**config.mk**
```make
export PLATFORM = sky130hd
export DESIGN_NAME = lcd1602_bus_monitor
export DESIGN_NICKNAME = d
export VERILOG_FILES = /design/src/rtl/lcd1602_bus_monitor.sv
export SDC_FILE = /design/constraint.sdc
export NUM_CORES = 1
export LEC_CHECK = 0
export ABC_AREA = 1
export ABC_CLOCK_PERIOD_IN_PS = 13200
export CORE_UTILIZATION = 25
export CTS_CLUSTER_DIAMETER = 30
export CTS_CLUSTER_SIZE = 40
export DETAILED_ROUTE_END_ITERATION = 12
export PLACE_DENSITY_LB_ADDON = 0.12
export SKIP_CTS_REPAIR_TIMING = 1
export SLEW_MARGIN = 20
export SYNTH_ARGS = -nofsm -noshare
export SYNTH_HDL_FRONTEND = slang
export SYNTH_SLANG_ARGS = --single-unit
export TNS_END_PERCENT = 50
```
**constraint.sdc**
```tcl
create_clock -name clk -period 13.2 [get_ports clk]
set_clock_uncertainty 0.1 [all_clocks]
set_input_delay 3.96 -clock clk [delete_from_list [all_inputs] [get_ports clk]]
set_output_delay 3.96 -clock clk [all_outputs]
set_load 0.1 [all_outputs]
```
**src/rtl/lcd1602_bus_monitor.sv**
```systemverilog
// lcd1602_bus_monitor: passive HD44780 8-bit bus decoder. Tracks the address
// counter and mode bits like the panel does and keeps a readable shadow of the
// visible 2x16 DDRAM window and the 64-byte CGRAM.
module lcd1602_bus_monitor #(
  parameter int MIN_EN_HIGH = 2,
  parameter int SWEEP_LEN   = 32
) (
  input  logic        clk,
  input  logic        reset,
  input  logic        rs,
  input  logic        rw,
  input  logic        enable,
  input  logic [7:0]  data,
  input  logic [6:0]  rd_addr,
  output logic [7:0]  rd_data,
  output logic        cmd_valid,
  output logic [7:0]  cmd_code,
  output logic        wr_valid,
  output logic        wr_is_cgram,
  output logic [6:0]  wr_addr,
  output logic [7:0]  wr_data,
  output logic [6:0]  ac,
  output logic        cgram_mode,
  output logic        entry_inc,
  output logic        display_on,
  output logic        cursor_on,
  output logic        blink_on,
  output logic        init_done,
  output logic        fs_ok,
  output logic        busy,
  output logic        err_rw,
  output logic        err_glitch,
  output logic        err_overrun,
  output logic [15:0] strobe_count
);
  logic       en_s1_q, en_s2_q, en_s3_q, rs_s1_q, rs_s2_q, rw_s1_q, rw_s2_q;
  logic [7:0] data_s1_q, data_s2_q, run_q;
  logic       stb_q, stb_rs_q, pend_q, pend_rs_q;
  logic [7:0] stb_data_q, pend_data_q;
  logic       err_rw_q, err_glitch_q, err_overrun_q;
  logic       sweep_q;
  logic [4:0] sweep_idx_q;
  logic [7:0] ddram_q [32];
  logic [7:0] cgram_q [64];
  logic [7:0] rd_data_q;

  logic [6:0]  ac_q, ac_d, wr_addr_q, wr_addr_d;
  logic [7:0]  cmd_code_q, cmd_code_d, wr_data_q, wr_data_d;
  logic [15:0] count_q, count_d;
  logic cgram_mode_q, cgram_mode_d, entry_inc_q, entry_inc_d;
  logic display_on_q, display_on_d, cursor_on_q, cursor_on_d, blink_on_q, blink_on_d;
  logic init_done_q, init_done_d, fs_ok_q, fs_ok_d;
  logic cmd_valid_q, cmd_valid_d, wr_valid_q, wr_valid_d, wr_is_cgram_q, wr_is_cgram_d;

  logic       fall, short_run, do_proc, proc_rs, sweep_start, dd_we, cg_we;
  logic [7:0] proc_data;

  assign fall      = en_s3_q & ~en_s2_q;
  assign short_run = run_q < 8'(MIN_EN_HIGH);

  // DDRAM steps along the 0x00-0x27 / 0x40-0x67 ring; CGRAM wraps at 64.
  function automatic logic [6:0] step_ac(input logic [6:0] a, input logic cg, input logic up);
    if (cg) return {1'b0, (up ? a[5:0] + 6'd1 : a[5:0] - 6'd1)};
    if (up) return (a == 7'h27) ? 7'h40 : (a == 7'h67) ? 7'h00 : a + 7'd1;
    return (a == 7'h00) ? 7'h67 : (a == 7'h40) ? 7'h27 : a - 7'd1;
  endfunction

  // Synchronize the bus and measure the enable-high run length.
  always_ff @(posedge clk) begin
    if (!reset) begin
      {en_s1_q, en_s2_q, en_s3_q, rs_s1_q, rs_s2_q, rw_s1_q, rw_s2_q} <= '0;
      data_s1_q <= '0;
      data_s2_q <= '0;
      run_q     <= '0;
    end else begin
      en_s1_q   <= enable;
      en_s2_q   <= en_s1_q;
      en_s3_q   <= en_s2_q;
      rs_s1_q   <= rs;
      rs_s2_q   <= rs_s1_q;
      rw_s1_q   <= rw;
      rw_s2_q   <= rw_s1_q;
      data_s1_q <= data;
      data_s2_q <= data_s1_q;
      if (en_s2_q) begin
        if (run_q != 8'hFF) run_q <= run_q + 8'd1;
      end else begin
        run_q <= '0;
      end
    end
  end

  // Qualify falling edges into strobes and park one strobe while a sweep runs.
  always_ff @(posedge clk) begin
    if (!reset) begin
      {stb_q, stb_rs_q, pend_q, pend_rs_q} <= '0;
      stb_data_q  <= '0;
      pend_data_q <= '0;
      {err_glitch_q, err_rw_q, err_overrun_q} <= '0;
    end else begin
      stb_q <= 1'b0;
      if (fall) begin
        if (short_run) err_glitch_q <= 1'b1;
        else if (rw_s2_q) err_rw_q <= 1'b1;
        else begin
          stb_q      <= 1'b1;
          stb_rs_q   <= rs_s2_q;
          stb_data_q <= data_s2_q;
        end
      end
      if (sweep_q) begin
        if (stb_q) begin
          if (pend_q) err_overrun_q <= 1'b1;
          else begin
            pend_q      <= 1'b1;
            pend_rs_q   <= stb_rs_q;
            pend_data_q <= stb_data_q;
          end
        end
      end else if (pend_q) begin
        // Pending strobe is consumed now; a strobe arriving this cycle takes its place.
        pend_q      <= stb_q;
        pend_rs_q   <= stb_rs_q;
        pend_data_q <= stb_data_q;
      end
    end
  end

  // Pick the strobe to execute: the parked one first once the sweep ends.
  always_comb begin
    do_proc   = 1'b0;
    proc_rs   = stb_rs_q;
    proc_data = stb_data_q;
    if (!sweep_q) begin
      if (pend_q) begin
        do_proc   = 1'b1;
        proc_rs   = pend_rs_q;
        proc_data = pend_data_q;
      end else if (stb_q) begin
        do_proc = 1'b1;
      end
    end
  end

  // Decode the executed strobe into next architectural state.
  always_comb begin
    ac_d = ac_q;  cgram_mode_d = cgram_mode_q;  entry_inc_d = entry_inc_q;
    display_on_d = display_on_q;  cursor_on_d = cursor_on_q;  blink_on_d = blink_on_q;
    init_done_d = init_done_q;  fs_ok_d = fs_ok_q;  count_d = count_q;
    cmd_valid_d = 1'b0;  cmd_code_d = cmd_code_q;
    wr_valid_d = 1'b0;  wr_is_cgram_d = wr_is_cgram_q;  wr_addr_d = wr_addr_q;  wr_data_d = wr_data_q;
    sweep_start = 1'b0;  dd_we = 1'b0;  cg_we = 1'b0;
    if (do_proc) begin
      if (count_q != 16'hFFFF) count_d = count_q + 16'd1;
      if (!proc_rs) begin
        cmd_valid_d = 1'b1;
        cmd_code_d  = proc_data;
        casez (proc_data)
          8'b1???????: begin ac_d = proc_data[6:0]; cgram_mode_d = 1'b0; end
          8'b01??????: begin ac_d = {1'b0, proc_data[5:0]}; cgram_mode_d = 1'b1; end
          8'b001?????: begin init_done_d = 1'b1; fs_ok_d = (proc_data[4:2] == 3'b110); end
          8'b0001????: if (!proc_data[3]) ac_d = step_ac(ac_q, cgram_mode_q, proc_data[2]);
          8'b00001???: begin
            display_on_d = proc_data[2];
            cursor_on_d  = proc_data[1];
            blink_on_d   = proc_data[0];
          end
          8'b000001??: entry_inc_d = proc_data[1];
          8'b0000001?: begin ac_d = '0; cgram_mode_d = 1'b0; end
          8'b00000001: begin
            ac_d = '0; cgram_mode_d = 1'b0; entry_inc_d = 1'b1; sweep_start = 1'b1;
          end
          default: ;
        endcase
      end else begin
        wr_valid_d    = 1'b1;
        wr_is_cgram_d = cgram_mode_q;
        wr_addr_d     = ac_q;
        wr_data_d     = proc_data;
        if (cgram_mode_q) cg_we = 1'b1;
        else if (ac_q[5:4] == 2'b00) dd_we = 1'b1;
        ac_d = step_ac(ac_q, cgram_mode_q, entry_inc_q);
      end
    end
  end

  // Architectural state and output registers.
  always_ff @(posedge clk) begin
    if (!reset) begin
      ac_q <= '0;  cgram_mode_q <= 1'b0;  entry_inc_q <= 1'b1;
      {display_on_q, cursor_on_q, blink_on_q, init_done_q, fs_ok_q} <= '0;
      count_q <= '0;  cmd_valid_q <= 1'b0;  cmd_code_q <= '0;
      wr_valid_q <= 1'b0;  wr_is_cgram_q <= 1'b0;  wr_addr_q <= '0;  wr_data_q <= '0;
    end else begin
      ac_q <= ac_d;  cgram_mode_q <= cgram_mode_d;  entry_inc_q <= entry_inc_d;
      display_on_q <= display_on_d;  cursor_on_q <= cursor_on_d;  blink_on_q <= blink_on_d;
      init_done_q <= init_done_d;  fs_ok_q <= fs_ok_d;
      count_q <= count_d;  cmd_valid_q <= cmd_valid_d;  cmd_code_q <= cmd_code_d;
      wr_valid_q <= wr_valid_d;  wr_is_cgram_q <= wr_is_cgram_d;
      wr_addr_q <= wr_addr_d;  wr_data_q <= wr_data_d;
    end
  end

  // Clear sweep: reset and the clear command both restart it from index 0.
  always_ff @(posedge clk) begin
    if (!reset) begin
      sweep_q     <= 1'b1;
      sweep_idx_q <= '0;
    end else if (sweep_q) begin
      sweep_idx_q <= sweep_idx_q + 5'd1;
      if (sweep_idx_q == 5'(SWEEP_LEN - 1)) sweep_q <= 1'b0;
    end else if (sweep_start) begin
      sweep_q     <= 1'b1;
      sweep_idx_q <= '0;
    end
  end

  // Shadow memories; CGRAM has no reset, matching the panel.
  always_ff @(posedge clk) begin
    if (reset) begin
      if (sweep_q) ddram_q[sweep_idx_q] <= 8'h20;
      else if (dd_we) ddram_q[{ac_q[6], ac_q[3:0]}] <= proc_data;
      if (cg_we) cgram_q[ac_q[5:0]] <= proc_data;
    end
  end

  // Registered shadow read port.
  always_ff @(posedge clk) begin
    if (!reset) rd_data_q <= '0;
    else rd_data_q <= rd_addr[6] ? cgram_q[rd_addr[5:0]] : ddram_q[rd_addr[4:0]];
  end

  assign rd_data      = rd_data_q;
  assign cmd_valid    = cmd_valid_q;
  assign cmd_code     = cmd_code_q;
  assign wr_valid     = wr_valid_q;
  assign wr_is_cgram  = wr_is_cgram_q;
  assign wr_addr      = wr_addr_q;
  assign wr_data      = wr_data_q;
  assign ac           = ac_q;
  assign cgram_mode   = cgram_mode_q;
  assign entry_inc    = entry_inc_q;
  assign display_on   = display_on_q;
  assign cursor_on    = cursor_on_q;
  assign blink_on     = blink_on_q;
  assign init_done    = init_done_q;
  assign fs_ok        = fs_ok_q;
  assign busy         = sweep_q;
  assign err_rw       = err_rw_q;
  assign err_glitch   = err_glitch_q;
  assign err_overrun  = err_overrun_q;
  assign strobe_count = count_q;
endmodule
```
==> summary.txt <==
================================================================================
FF+latch count, synth                                                        892
Die extent in x                                                      384 microns
Clock sinks                                                                  892
Half-perimeter wire length after detailed placement                 67700 microns
Summed instance area of the synthesized netlist                     0.0365 sq mm
Ratio of total power to cell area                                    188 mW/mm^2
Ordered list of cells on the worst path                             buf_2 > buf_4 > clkinv_1 > buf_4 > nor2_8 > inv_1 > nor2_2 > nand2_1 > nor3_1 > buf_4
Post-route ant nets                                                            0
Endpoint of the worst hold-timing path                              data_s2_q[3]
Setup-violating endpoint count in the final report                             0
List of most frequent post-synthesis cells                          sky130_fd_sc_hd__edfxtp_1 (768), sky130_fd_sc_hd__nand2_1 (734), sky130_fd_sc_hd__nand3_1 (597)
Placement row count                                                          139
Worst Tran Pin Value                                                     1.09 ns
Wirelength per Cell                                                 21.2 microns
First DRT Iteration DRCs                                                    1715
Most area-hungry cell type in the Yosys netlist                     sky130_fd_sc_hd__edfxtp_1
Standard cell area after detailed placement                         0.0394 sq mm
Average footprint of a synthesized cell                               10.9 sq um
Hold violation total from the final report                                     0
Number of enable-type register cells in the synthesized netlist              768
Synthesized netlist net count                                               3361
Sequential share of power                                                  34.5%
Net switching component of the power                                     1.98 mW
Worst reg2reg path depth                                                      11
Worst EP arrival                                                         7.92 ns
Clock period minus final worst setup slack                               7.54 ns
Worst Setup End Kind                                                        flop
Critical path startpoint category                                      input pin
Remaining Overflow, GRT                                                        0
Root Buffer Master                                                  sky130_fd_sc_hd__clkbuf_16
Worst-case clock buffer depth                                                  3
Area share of the largest cell type after synthesis                        63.2%
Slowest cell on crit path                                           sky130_fd_sc_hd__nor2_2
Ys Warns                                                                       0
Pin count of the biggest net entering global routing                         164
Effective utilization at floorplan                                         25.3%
Worst path most repeated cell                                       sky130_fd_sc_hd__buf_4
Global-route wire length before repair                              175000 microns
Internal power component                                                 6.84 mW
Sequential fraction of the synthesis area                                  70.1%
Number of global-route vias before repair                                  25730
Fraction of power consumed by combinational cells                           3.5%
Nets                                                                        3518
Post-route cell area                                                0.0470 sq mm
Cell depth of the worst min-delay path                                         2
Leakage component of the power                                           16.8 nW
Share of the clock period used by the worst path after layout              57.1%
Required time at the endpoint of the critical path                      13.58 ns
Synth cell types                                                              40
Fraction of power consumed by the clock network                            62.0%
Vert. Die Dim                                                        384 microns
Fin Setup TNS                                                               0 ns
Number of buffers created by CTS                                             216
Htree depth                                                                    4
Overall power                                                            8.82 mW
Worst voltage drop across the vdd grid                               0.0000982 V
Area added between synthesis and finish                                    29.0%
Total routing usage reported by global routing                             16.0%
Register-to-register setup slack                                         8.57 ns
Final Max Tran Viols                                                           0
Number of port buffers                                                        87
Clock transition at path regs                                            0.05 ns
Post-Route WL                                                       119000 microns
Maximum cell stage delay along the critical path                         0.78 ns
Critical setup path kind                                            input pin to flop
Area of the die                                                      0.147 sq mm
Clock Latency Late Sink                                                  0.81 ns
Number of antenna violations at the first check in global routing              1
Final RePlAce weighted congestion                                          0.766
Via density                                                                 4.54
Clock tree from TritonCTS                                                   done
Worst hold path startpoint                                          data_s1_q[3]
Pre-antenna DRT Iters                                                          5
Class of the tightest hold or removal check                         flop to flop
Share of flip-flops with an asynchronous set or reset                         0%
Detailed-route DRC error count                                                 0
Layout cells sized above 1                                                 12.8%
Destination of the worst register-to-register timing path           cgram_q[56][6]
Floorplan core area                                                  0.144 sq mm
Unrepaired setup endpoints after global routing                            false
Dominant cell by count in the synthesized netlist                   sky130_fd_sc_hd__edfxtp_1
Final instance count without filler cells                                   5589
Vias                                                                       25387
Ports placed on the boundary                                                  88
Reg-to-reg critical path startpoint                                         busy
Sw Share                                                                   22.5%
Worst-path fanout max                                                         81
Worst rel slew slack                                                       27.4%
Largest cells by area after synthesis                               sky130_fd_sc_hd__edfxtp_1 (63%), sky130_fd_sc_hd__nand3_1 (8.2%), sky130_fd_sc_hd__nand2_1 (7.6%), sky130_fd_sc_hd__dfxtp_1 (6.8%), sky130_fd_sc_hd__nor2_1 (3.5%)
Gate count of the mapped netlist                                            3335
Number of cells after detailed placement                                    5177
Maximum clock frequency                                                  133 MHz
Outcome                                                             finished, final reports clean
Max_cap viols                                                                  0
Flip-flop cell with the highest count after synthesis               sky130_fd_sc_hd__edfxtp_1
================================================================================
## how the worst max path moves through the flow
stage                from             end  depth (start not counted)
global placement    reset  cgram_q[56][1]                         10
floorplan           reset  cgram_q[56][0]                          8
CTS                 reset  cgram_q[56][6]                         10
global route        reset  cgram_q[49][5]                          9
finish              reset  cgram_q[56][6]                         10
detailed placement  reset  cgram_q[56][1]                         10
## through the flow
step	hold WS, ns	utilization (%)	worst slack (ns)
after floorplan	0.290	-	6.87
after global placement	0.297	27.3	4.65
after detailed placement	0.302	27.3	4.73
after CTS	0.309	32.6	5.58
after global routing	0.329	32.6	5.37
final	0.305	32.6	5.66
## worst max-delay path: cells and delay by family
family	cells	cell delay, ns
AND/OR/NAND/NOR	4	2.07
buffers and inverters	6	1.80
## power groups by stage
stage / Sequential [mW] / Clock (mW) / Combinational (mW)
after floorplan: 3.11 / 0 / 0.178
after global placement: 3.09 / 0 / 0.315
after detailed placement: 3.09 / 0 / 0.313
after CTS: 3.04 / 5.56 / 0.314
after global routing: 3.04 / 5.70 / 0.339
final: 3.04 / 5.47 / 0.308
## per-layer routing
metal / track usage, % / routed length, microns / vias up
li1: - / - / 12121
met4: 5.33 / 2730 / 0
met1: 22.5 / 57400 / 12506
met2: 24.6 / 53200 / 582
met5: 0 / 0 / -
met3: 3.13 / 5230 / 178
## state kept, by name, summed over array words and instances, names as in the netlist, 5 cells and up
name          count
ac                7
cgram_q         512
cmd_code          8
data_s1_q         8
data_s2_q         8
ddram_q         256
pend_data_q       8
rd_data           8
run_q             8
stb_data_q        8
strobe_count     16
sweep_idx_q       5
wr_addr           7
wr_data           8
## kinds of logic after synthesis
| group | Yosys count | synth area share (%) |
|---|---|---|
| AO/OA/AOI/OAI | 358 | 5.46 |
| XOR/XNOR | 9 | 0.216 |
| adder cells (fa/ha/maj) | 6 | 0.206 |
| buffers and inverters | 337 | 3.63 |
| flip-flops | 892 | 70.1 |
| AND/OR/NAND/NOR | 1733 | 20.4 |
## placed cells by master, fill, tap and decap left out, types with 11 or more instances in the layout
cell type	synthesis	layout
sky130_fd_sc_hd__o21ai_0	202	199
sky130_fd_sc_hd__nor2_1	339	332
sky130_fd_sc_hd__clkinv_1	4	21
sky130_fd_sc_hd__o211ai_1	54	54
sky130_fd_sc_hd__nor3_1	22	22
sky130_fd_sc_hd__nand3_1	597	597
sky130_fd_sc_hd__clkinvlp_4	0	33
sky130_fd_sc_hd__edfxtp_1	768	768
sky130_fd_sc_hd__bufinv_16	0	33
sky130_fd_sc_hd__clkinv_2	0	46
sky130_fd_sc_hd__nand4_1	11	11
sky130_fd_sc_hd__inv_1	134	131
sky130_fd_sc_hd__clkbuf_1	136	23
sky130_fd_sc_hd__nand2_1	734	733
sky130_fd_sc_hd__clkdlybuf4s50_1	0	79
sky130_fd_sc_hd__clkinv_4	0	14
sky130_fd_sc_hd__a21oi_1	74	74
sky130_fd_sc_hd__buf_4	1	44
sky130_fd_sc_hd__clkbuf_16	0	219
sky130_fd_sc_hd__nor2_2	4	11
sky130_fd_sc_hd__dfxtp_1	124	124
## final cells by class
type	count	area, sq um
timing repair buffer	130	1220
tap	1903	2380
clock inverter	162	1990
sequential	892	25500
fill	14452	97100
inverter	146	566
clock buffer	249	5660
multi-input combinational	2106	9670
antenna	1	2.50
Power figures use the tool's default switching activity.
